File: config.mk
export PLATFORM = sky130hd
export DESIGN_NAME = seq_detect_param
export DESIGN_NICKNAME = d
export VERILOG_FILES = /design/src/rtl/seq_detect_pkg.sv /design/src/rtl/pulse_stretch.sv /design/src/rtl/seq_detect_param.sv
export SDC_FILE = /design/constraint.sdc
export NUM_CORES = 1
export LEC_CHECK = 0
export CAP_MARGIN = 20
export CORE_UTILIZATION = 45
export CTS_CLUSTER_SIZE = 16
export DETAILED_ROUTE_END_ITERATION = 12
export PLACE_DENSITY_LB_ADDON = 0.08
export SLEW_MARGIN = 0
export SYNTH_ARGS = -nofsm -noshare
export SYNTH_HDL_FRONTEND = slang
export SYNTH_SLANG_ARGS = --single-unit
File: constraint.sdc
create_clock -name i_clock -period 3 [get_ports i_clock]
set_input_delay 0.6 -clock i_clock [delete_from_list [all_inputs] [get_ports i_clock]]
set_output_delay 0.6 -clock i_clock [all_outputs]
set_load 0.01 [all_outputs]
File: src/rtl/seq_detect_pkg.sv
// Shared constants and helpers for the parametrised sequence detector.
//   FILL_EMPTY          fill count of an empty history
//   MODE_NONOVL/OVL     values of i_overlap
//   fill_phase_e        coarse fill FSM phase (empty / partial / full)
//   clog2()             ceiling log2, used to size counters
package seq_detect_pkg;

  localparam int unsigned FILL_EMPTY = 0;

  localparam logic MODE_NONOVL = 1'b0;
  localparam logic MODE_OVL    = 1'b1;

  typedef enum logic [1:0] {
    FillEmpty,
    FillPartial,
    FillFull
  } fill_phase_e;

  // Smallest r with 2**r >= value (value >= 2 in all uses here).
  function automatic int unsigned clog2(input int unsigned value);
    int unsigned r;
    r = 0;
    for (int i = 0; i < 32; i++) begin
      if ((64'd1 << i) < 64'(value)) r = i + 1;
    end
    return r;
  endfunction

endpackage

File: src/rtl/pulse_stretch.sv
// Stretches a single-cycle trigger into a level held for HOLD_CYCLES clocks.
// A new trigger while the level is high reloads the count, so back-to-back
// triggers give one continuous level.
//   i_clock  clock, rising edge
//   i_reset  synchronous, active-high reset
//   i_trig   trigger pulse
//   o_level  high while the stretch counter is non-zero
module pulse_stretch
  import seq_detect_pkg::*;
#(
  parameter int unsigned HOLD_CYCLES = 4
) (
  input  logic i_clock,
  input  logic i_reset,
  input  logic i_trig,
  output logic o_level
);

  localparam int unsigned STRETCH_W = clog2(HOLD_CYCLES + 1);
  localparam logic [STRETCH_W-1:0] HOLD = STRETCH_W'(HOLD_CYCLES);

  logic [STRETCH_W-1:0] stretch_q, stretch_d;

  always_comb begin
    stretch_d = stretch_q;
    if (i_trig) begin
      stretch_d = HOLD;
    end else if (stretch_q != '0) begin
      stretch_d = stretch_q - 1'b1;
    end
  end

  always_ff @(posedge i_clock) begin
    if (i_reset) begin
      stretch_q <= '0;
    end else begin
      stretch_q <= stretch_d;
    end
  end

  assign o_level = (stretch_q != '0);

endmodule

File: src/rtl/seq_detect_param.sv
// Parametrised serial sequence detector with runtime-loadable pattern,
// per-beat overlap selection, saturating match counter and stretched LED.
//   i_clock      clock, rising edge
//   i_reset      synchronous, active-high reset
//   i_bit_valid  i_bit is a new beat this cycle
//   i_bit        serial data bit
//   i_pat_load   load i_pattern and flush history (same-cycle beat dropped)
//   i_pattern    new pattern, MSB is the oldest bit of the sequence
//   i_overlap    1 = overlapping detection, 0 = non-overlapping
//   o_match      registered 1-cycle pulse, one clock after the hit beat
//   o_led        high for HOLD_CYCLES clocks after the latest match
//   o_match_cnt  saturating match count
//   o_fill       number of valid history bits
module seq_detect_param
  import seq_detect_pkg::*;
#(
  parameter int unsigned      PAT_W       = 4,
  parameter logic [PAT_W-1:0] DEFAULT_PAT = 4'b1010,
  parameter int unsigned      CNT_W       = 8,
  parameter int unsigned      HOLD_CYCLES = 4,
  localparam int unsigned     FILL_W      = clog2(PAT_W + 1)
) (
  input  logic              i_clock,
  input  logic              i_reset,
  input  logic              i_bit_valid,
  input  logic              i_bit,
  input  logic              i_pat_load,
  input  logic [PAT_W-1:0]  i_pattern,
  input  logic              i_overlap,
  output logic              o_match,
  output logic              o_led,
  output logic [CNT_W-1:0]  o_match_cnt,
  output logic [FILL_W-1:0] o_fill
);

  localparam logic [FILL_W-1:0] FILL_FULL = FILL_W'(PAT_W);
  localparam logic [FILL_W-1:0] FILL_NONE = FILL_W'(FILL_EMPTY);
  localparam logic [CNT_W-1:0]  CNT_MAX   = {CNT_W{1'b1}};

  logic [PAT_W-1:0]  pat_q, pat_d;
  logic [PAT_W-1:0]  hist_q, hist_d;
  logic [FILL_W-1:0] fill_q, fill_d;
  logic              match_q, match_d;
  logic [CNT_W-1:0]  cnt_q, cnt_d;

  fill_phase_e       phase;
  logic [PAT_W-1:0]  hist_shift;
  logic [FILL_W-1:0] fill_inc;
  logic              hit;

  // Fill FSM phase decode and saturating increment.
  always_comb begin
    if (fill_q == FILL_NONE) begin
      phase = FillEmpty;
    end else if (fill_q == FILL_FULL) begin
      phase = FillFull;
    end else begin
      phase = FillPartial;
    end

    fill_inc = fill_q;
    unique case (phase)
      FillEmpty:   fill_inc = FILL_W'(1);
      FillPartial: fill_inc = fill_q + 1'b1;
      FillFull:    fill_inc = FILL_FULL;
    endcase
  end

  always_comb begin
    pat_d      = pat_q;
    hist_d     = hist_q;
    fill_d     = fill_q;
    hit        = 1'b0;
    hist_shift = {hist_q[PAT_W-2:0], i_bit};

    if (i_pat_load) begin
      pat_d  = i_pattern;
      hist_d = '0;
      fill_d = FILL_NONE;
    end else if (i_bit_valid) begin
      hist_d = hist_shift;
      hit    = (fill_inc == FILL_FULL) && (hist_shift == pat_q);
      fill_d = fill_inc;
      // Non-overlapping mode restarts the count so the next match needs a
      // full pattern of fresh beats; overlapping keeps the suffix.
      if (hit && (i_overlap == MODE_NONOVL)) begin
        fill_d = FILL_NONE;
      end else if (hit && (i_overlap == MODE_OVL)) begin
        fill_d = FILL_FULL;
      end
    end

    match_d = hit;
    cnt_d   = (hit && (cnt_q != CNT_MAX)) ? cnt_q + 1'b1 : cnt_q;
  end

  always_ff @(posedge i_clock) begin
    if (i_reset) begin
      pat_q   <= DEFAULT_PAT;
      hist_q  <= '0;
      fill_q  <= FILL_NONE;
      match_q <= 1'b0;
      cnt_q   <= '0;
    end else begin
      pat_q   <= pat_d;
      hist_q  <= hist_d;
      fill_q  <= fill_d;
      match_q <= match_d;
      cnt_q   <= cnt_d;
    end
  end

  // Triggered from the combinational hit so the LED rises together with o_match.
  pulse_stretch #(
    .HOLD_CYCLES(HOLD_CYCLES)
  ) u_led_stretch (
    .i_clock(i_clock),
    .i_reset(i_reset),
    .i_trig (hit),
    .o_level(o_led)
  );

  assign o_match     = match_q;
  assign o_match_cnt = cnt_q;
  assign o_fill      = fill_q;

endmodule

==> impl_metrics.toml, run 1 <==
[die]
die_h_um = 52.72
num_rows = 18
start_util = 0.4715
die-area_mm2 = 0.002779
fp.coreArea_mm2 = 0.002455
io_pins = 23
fp.dieW_um = 52.72

[power_and_ir_drop]
peakVddDrop_mv = 0.5543
clkPwrFrac = 0.326
p_seq_frac = 0.465
power_density_mw_per_mm2 = 478.9
combPwrFrac = 0.209
netSwitchingFraction = 0.2462
p_leak_uw = 0.0005635
p_int_uw = 517.2
p_sw_uw = 168.9

[sta]
finClkSkew_ps = 2.456
max_freq_mhz = 417.1
hold_violations = 0
rsz0062_at_grt = "no"
tightest_slew_ps = 614.5
finalSetupTns_ps = 0
drv_slew = 0
setup_violations = 0
slew_headroom = 0.5890
fin_crit_ps = 2398
min_period_over_period = 0.7992

[worst_setup_path]
r2r_end = "o_match_cnt[0]$_SDFFE_PP0P_"
cp_slowest_cell = "dfxtp_1"
r2r-start = "o_fill[0]$_SDFFE_PP0P_"
critPathKind = "flip-flop to flip-flop"
cp_cell_sequence = "inv_1 > ha_1 > nand2b_4 > a2111oi_4 > nand3_2 > and2b_2 > mux2_2"
cpPeakStageDelay_ps = 470
arrival_ps = 2600
crit_family = "simple AND/OR/NAND/NOR gates"
crit_fanout = 16
r2r_setup_slack_ps = 600
worstRegToRegCells = 7
crit_path_end_kind = "flip-flop"
worstPathRequired_ps = 3210
crit_path_start_kind = "flip-flop"
path_buf_inv = 1

[clocking]
clk_pin_slew_ps = 120
cts_root_buffer = "clkbuf_4"
tritoncts = "done"
h-tree-depth = 1
worstSkewPairLatency_ps = 300
cts_resized = 0
clockBufferDepth = 2
cts_sinks = 22
ctsHoldBuffers = 0
post-cts-setup-buffers = 0
cts_made_buffers = 3

[placement]
hpwl_um = 1493
io_buffers = 22
dpl_cell_area_mm2 = 0.001380
dp_cells = 173
routabilityCongestion = 0.7927

[routing]
dr_total_vias = 907
detail_route.wl_per_cell_um = 11.01
drtAntennaViolNets = 0
first_pass_iters = 4
drt_wl_total_um = 1949
drt-initial-drc-count = 12
vias_per_cell = 5.124
remaining_drc_errors = 0

[global_routing]
grt_antenna_before_repair = 0
grt_pass1_vias = 779
grt_max_degree = 20
grt_pass1_wl_um = 3256
gr-total-overflow = 0
grt_usage = 0.1611

[synthesis]
syn_inst = 125
ys_types = 35
synth_warnings = 0
yosys.area.top_type_share = 0.3805
ys_top_cells_by_area = "dfxtp_1 38%, mux2i_1 6.9%, ha_1 6.5%, a21oi_1 3.9%, xor2_1 3.8%"
yosysSeqAreaShare = 0.3805
synth_seq_cells = 22
synth_area_per_cell_um2 = 9.259
syn_nets = 141
synthesis.area_mm2 = 0.001157
netlist.top_cell.by_area = "dfxtp_1"

[layout]
finish.net_count = 164
design_area_mm2 = 0.001433
num_antenna_cells = 0
drive_above_1_share = 0.09524
layout.cells.non_filler = 177
areaGrowthSynthToFinish_pct = 23.78
utilization = 0.5836

[min_path]
holdPathEnd = "o_match_cnt[5]$_SDFFE_PP0P_"
hp-start = "o_match_cnt[5]$_SDFFE_PP0P_"
hp-class = "flip-flop to flip-flop"
hold_depth = 2

[status]
status = "completed"

[flow_run]
max_cap_violations = 0
[metrics by stage]
step	hold slack (ps)	setup slack [ps]	total power, uW
3_3_place_gp	496.1	378.0	462.4
4_1_cts	515.1	583.9	699.9
6_report	512.7	602.5	686.2
5_1_grt	548.5	464.0	735.2
2_1_floorplan	480.3	857.6	422.2
3_5_place_dp	497.3	330.5	470.8
[routing by layer]
layer  routed length [um]  up-vias  global-route usage
met5                    0        -                   0
met4                   10        0             0.02632
met3                   73        2             0.06087
met2                  908       18              0.2574
met1                  956      412              0.2070
li1                     -      475                   -
[synthesized netlist by cell type (all sizes together)]
master   instances
dfxtp           22
a21oi            9
inv              9
nor2             9
mux2i            8
o21ai            7
ha               6
nand2            6
clkbuf           5
or3              5
xor2             5
nand2b           4
nor3             4
nand3            3
nand4            3
nor2b            3
a211o            2
and2             2
and4             2
a2111oi          1
a211oi           1
and2b            1
buf              1
mux2             1
nor3b            1
nor4b            1
o21ba            1
or2              1
or2b             1
xnor2            1
[logic make-up after synthesis]
logic type	Yosys count	synth area share
AND/OR/NAND/NOR	46	0.2346
adder cells (fa/ha/maj)	6	0.06486
XOR/XNOR	6	0.04541
buffers and inverters	15	0.07243
multiplexers	9	0.07892
flip-flops	22	0.3805
AO/OA/AOI/OAI	21	0.1232
[power by group through the flow]
stage	Combinational, uW	Sequential [uW]	Clock, uW
floorplan	98.5	324	0
global placement	138	325	0
detailed placement	145	326	0
CTS	146	319	235
global route	168	320	247
finish	144	319	224
[worst register-to-register path: stages (launching register included)]
cell	delay, ps
dfxtp_1	470
inv_1	90
ha_1	250
nand2b_4	160
a2111oi_4	380
nand3_2	300
and2b_2	330
mux2_2	330
[how the worst max path moves through the flow]
stage | startpoint | endpoint | slack [ps] | depth (start not counted)
after floorplan | o_fill[0]$_SDFFE_PP0P_ | o_match_cnt[0]$_SDFFE_PP0P_ | 860 | 7
after global placement | i_bit | o_match_cnt[0]$_SDFFE_PP0P_ | 380 | 6
after detailed placement | i_bit | o_match_cnt[0]$_SDFFE_PP0P_ | 330 | 6
after CTS | u_led_stretch.stretch_q[0]$_SDFFE_PP0P_ | o_led | 580 | 5
after global routing | o_fill[0]$_SDFFE_PP0P_ | o_match_cnt[0]$_SDFFE_PP0P_ | 460 | 7
final | o_fill[0]$_SDFFE_PP0P_ | o_match_cnt[0]$_SDFFE_PP0P_ | 600 | 7
[cells in the final DEF (no fill, tap or decap), drive strengths merged, types with 2 or more instances in the layout]
cell type	n
nor2b	3
inv	9
nor3	4
and2	2
a211o	2
nand4	3
ha	6
or3	5
nand2b	4
nor2	9
and4	2
o21ai	7
nand2	6
clkbuf	3
buf	2
nand3	3
mux2i	8
a21oi	9
dfxtp	22
clkdlybuf4s50	22
xor2	5
[flip-flops by register name, summed over array words and instances, names as in the netlist]
name / flops
pat_q: 4
o_fill: 3
u_led_stretch.stretch_q: 3
o_match: 1
o_match_cnt: 8
hist_q: 3
[final cells by class]
type,instances,area [um2]
fillers,222,1022
multi-input cells,88,633.1
flip-flops and latches,22,440.4
repair buffers,24,235.2
well taps,30,37.54
inverters,9,33.78
clock inverters,1,30.03
clock buffers,3,22.52
(Power assumes the default switching activity.)
==> run 2: changes to the inputs <==
==> constraint.sdc (replaced) <==
create_clock -name i_clock -period 2.3 [get_ports i_clock]
set_input_delay 0.46 -clock i_clock [delete_from_list [all_inputs] [get_ports i_clock]]
set_output_delay 0.46 -clock i_clock [all_outputs]
set_load 0.01 [all_outputs]
==> impl_metrics.toml, run 2 (synthesized netlist as in run 1, its figures left out) <==
[status]
status = "completed"

[clocking]
cts_sinks = 22
h-tree-depth = 1
clk_pin_slew_ps = 130
clockBufferDepth = 2
post-cts-setup-buffers = 0
cts_root_buffer = "clkbuf_4"
tritoncts = "done"
cts_made_buffers = 3
ctsHoldBuffers = 0
worstSkewPairLatency_ps = 310
cts_resized = 0

[flow_run]
max_cap_violations = 0

[sta]
holdWs_ps = 507.6
setup_violations = 0
drv_slew = 0
hold_violations = 0
finClkSkew_ps = 5.679
tightest_slew_ps = 463.1
slew_headroom = 0.6903
max_freq_mhz = 455.5
fin_crit_ps = 2195
rsz0062_at_grt = "no"
min_period_over_period = 0.9545

[die]
fp.coreArea_mm2 = 0.002455
start_util = 0.4715
die-area_mm2 = 0.002779
die_h_um = 52.72
fp.dieW_um = 52.72
num_rows = 18
io_pins = 23

[layout]
mostFrequentLayoutCells = "22 x dfxtp_1, 22 x clkdlybuf4s50_1, 9 x inv_1, 9 x nor2_1, 9 x a21oi_1"
finish.net_count = 168
utilization = 0.5968
areaGrowthSynthToFinish_pct = 26.60
design_area_mm2 = 0.001465
nFillCells = 246
largest_reg_flops = 8
drive_above_1_share = 0.1258
num_antenna_cells = 0

[worst_setup_path]
crit_fanout = 5
critPathKind = "flip-flop to primary output"
worstPathRequired_ps = 1840
cp_slowest_cell = "clkdlybuf4s50_1"
cp_cell_sequence = "inv_1 > ha_1 > ha_2 > inv_1 > clkdlybuf4s50_1"
crit_path_end_kind = "primary output"
arrival_ps = 1740
path_buf_inv = 3
crit_top_cell = "inv_1"
crit_path_start_kind = "flip-flop"
crit_family = "buffers and inverters"
cpPeakStageDelay_ps = 520

[placement]
routabilityCongestion = 0.7602
hpwl_um = 1556
dpl_cell_area_mm2 = 0.001410
io_buffers = 22

[global_routing]
grt_antenna_before_repair = 0
grt_max_degree = 15
grt_usage = 0.1670
gr-total-overflow = 0
grt_pass1_vias = 809
grt_pass1_wl_um = 3374

[power_and_ir_drop]
p_leak_uw = 0.0005809
peakVddDrop_mv = 0.5391
power_density_mw_per_mm2 = 619.8

[routing]
dr_total_vias = 916
drt-initial-drc-count = 9
vias_per_cell = 5.061
drt_wl_total_um = 2043
first_pass_iters = 4
drtAntennaViolNets = 0
remaining_drc_errors = 0
detail_route.wl_per_cell_um = 11.29

[min_path]
hp-class = "flip-flop to flip-flop"
-- run 2: cell types whose count changed in the layout (fill, tap and decap cells not counted) --
| cell | delta |
|---|---|
| ha_1 | -1 |
| buf_4 | +4 |
| ha_2 | +1 |
-- run 2: worst min-delay path, cell delays in order, from the launching register on --
cell	delay, ps
dfxtp_1	350
o21ai_0	70
a21oi_1	60
-- run 2: path summary, 6_finish.rpt --
check                                               start                           to  slack (ps)  cells past startpoint
setup / recovery  u_led_stretch.stretch_q[0]$_SDFFE_PP0P_                        o_led         100                      5
hold / removal                o_match_cnt[5]$_SDFFE_PP0P_  o_match_cnt[5]$_SDFFE_PP0P_         510                      2
setup reg to reg                   o_fill[1]$_SDFFE_PP0P_  o_match_cnt[3]$_SDFFE_PP0P_         230                      8
hold reg to reg               o_match_cnt[5]$_SDFFE_PP0P_  o_match_cnt[5]$_SDFFE_PP0P_         510                      2
-- run 2: cell type report --
class / instances / area, um2 / area share
clock buffers: 3 / 22.52 / 0.01537
clock inverters: 1 / 30.03 / 0.02050
inverters: 9 / 33.78 / 0.02306
multi-input cells: 88 / 635.6 / 0.4338
flip-flops and latches: 22 / 440.4 / 0.3006
well taps: 30 / 37.54 / 0.02562
repair buffers: 28 / 265.3 / 0.1810
-- run 2: stage by stage --
stage / TNS, ps / setup WS [ps] / cells / power (uW)
after detailed placement: -160.7 / -65.70 / 177 / 612.0
after global routing: 0 / 26.60 / 181 / 957.9
final: 0 / 104.6 / 181 / 908.1
after global placement: 0 / 5.162 / 177 / 606.8
after floorplan: 0 / 157.6 / 125 / 550.7
after CTS: 0 / 22.02 / 181 / 917.1
-- run 2: layer usage --
metal,track usage,wire [um]
met4,0.07895,29
met2,0.2658,924
met5,0,0
met1,0.2175,1001
met3,0.02609,87
-- run 2: power breakdown --
| group | switching (uW) | leakage [uW] | internal [uW] | total [uW] |
|---|---|---|---|---|
| Sequential | 12.4 | 0.000179 | 402 | 415 |
| Combinational | 91.3 | 0.000374 | 101 | 192 |
| Clock | 125 | 0.0000279 | 176 | 301 |
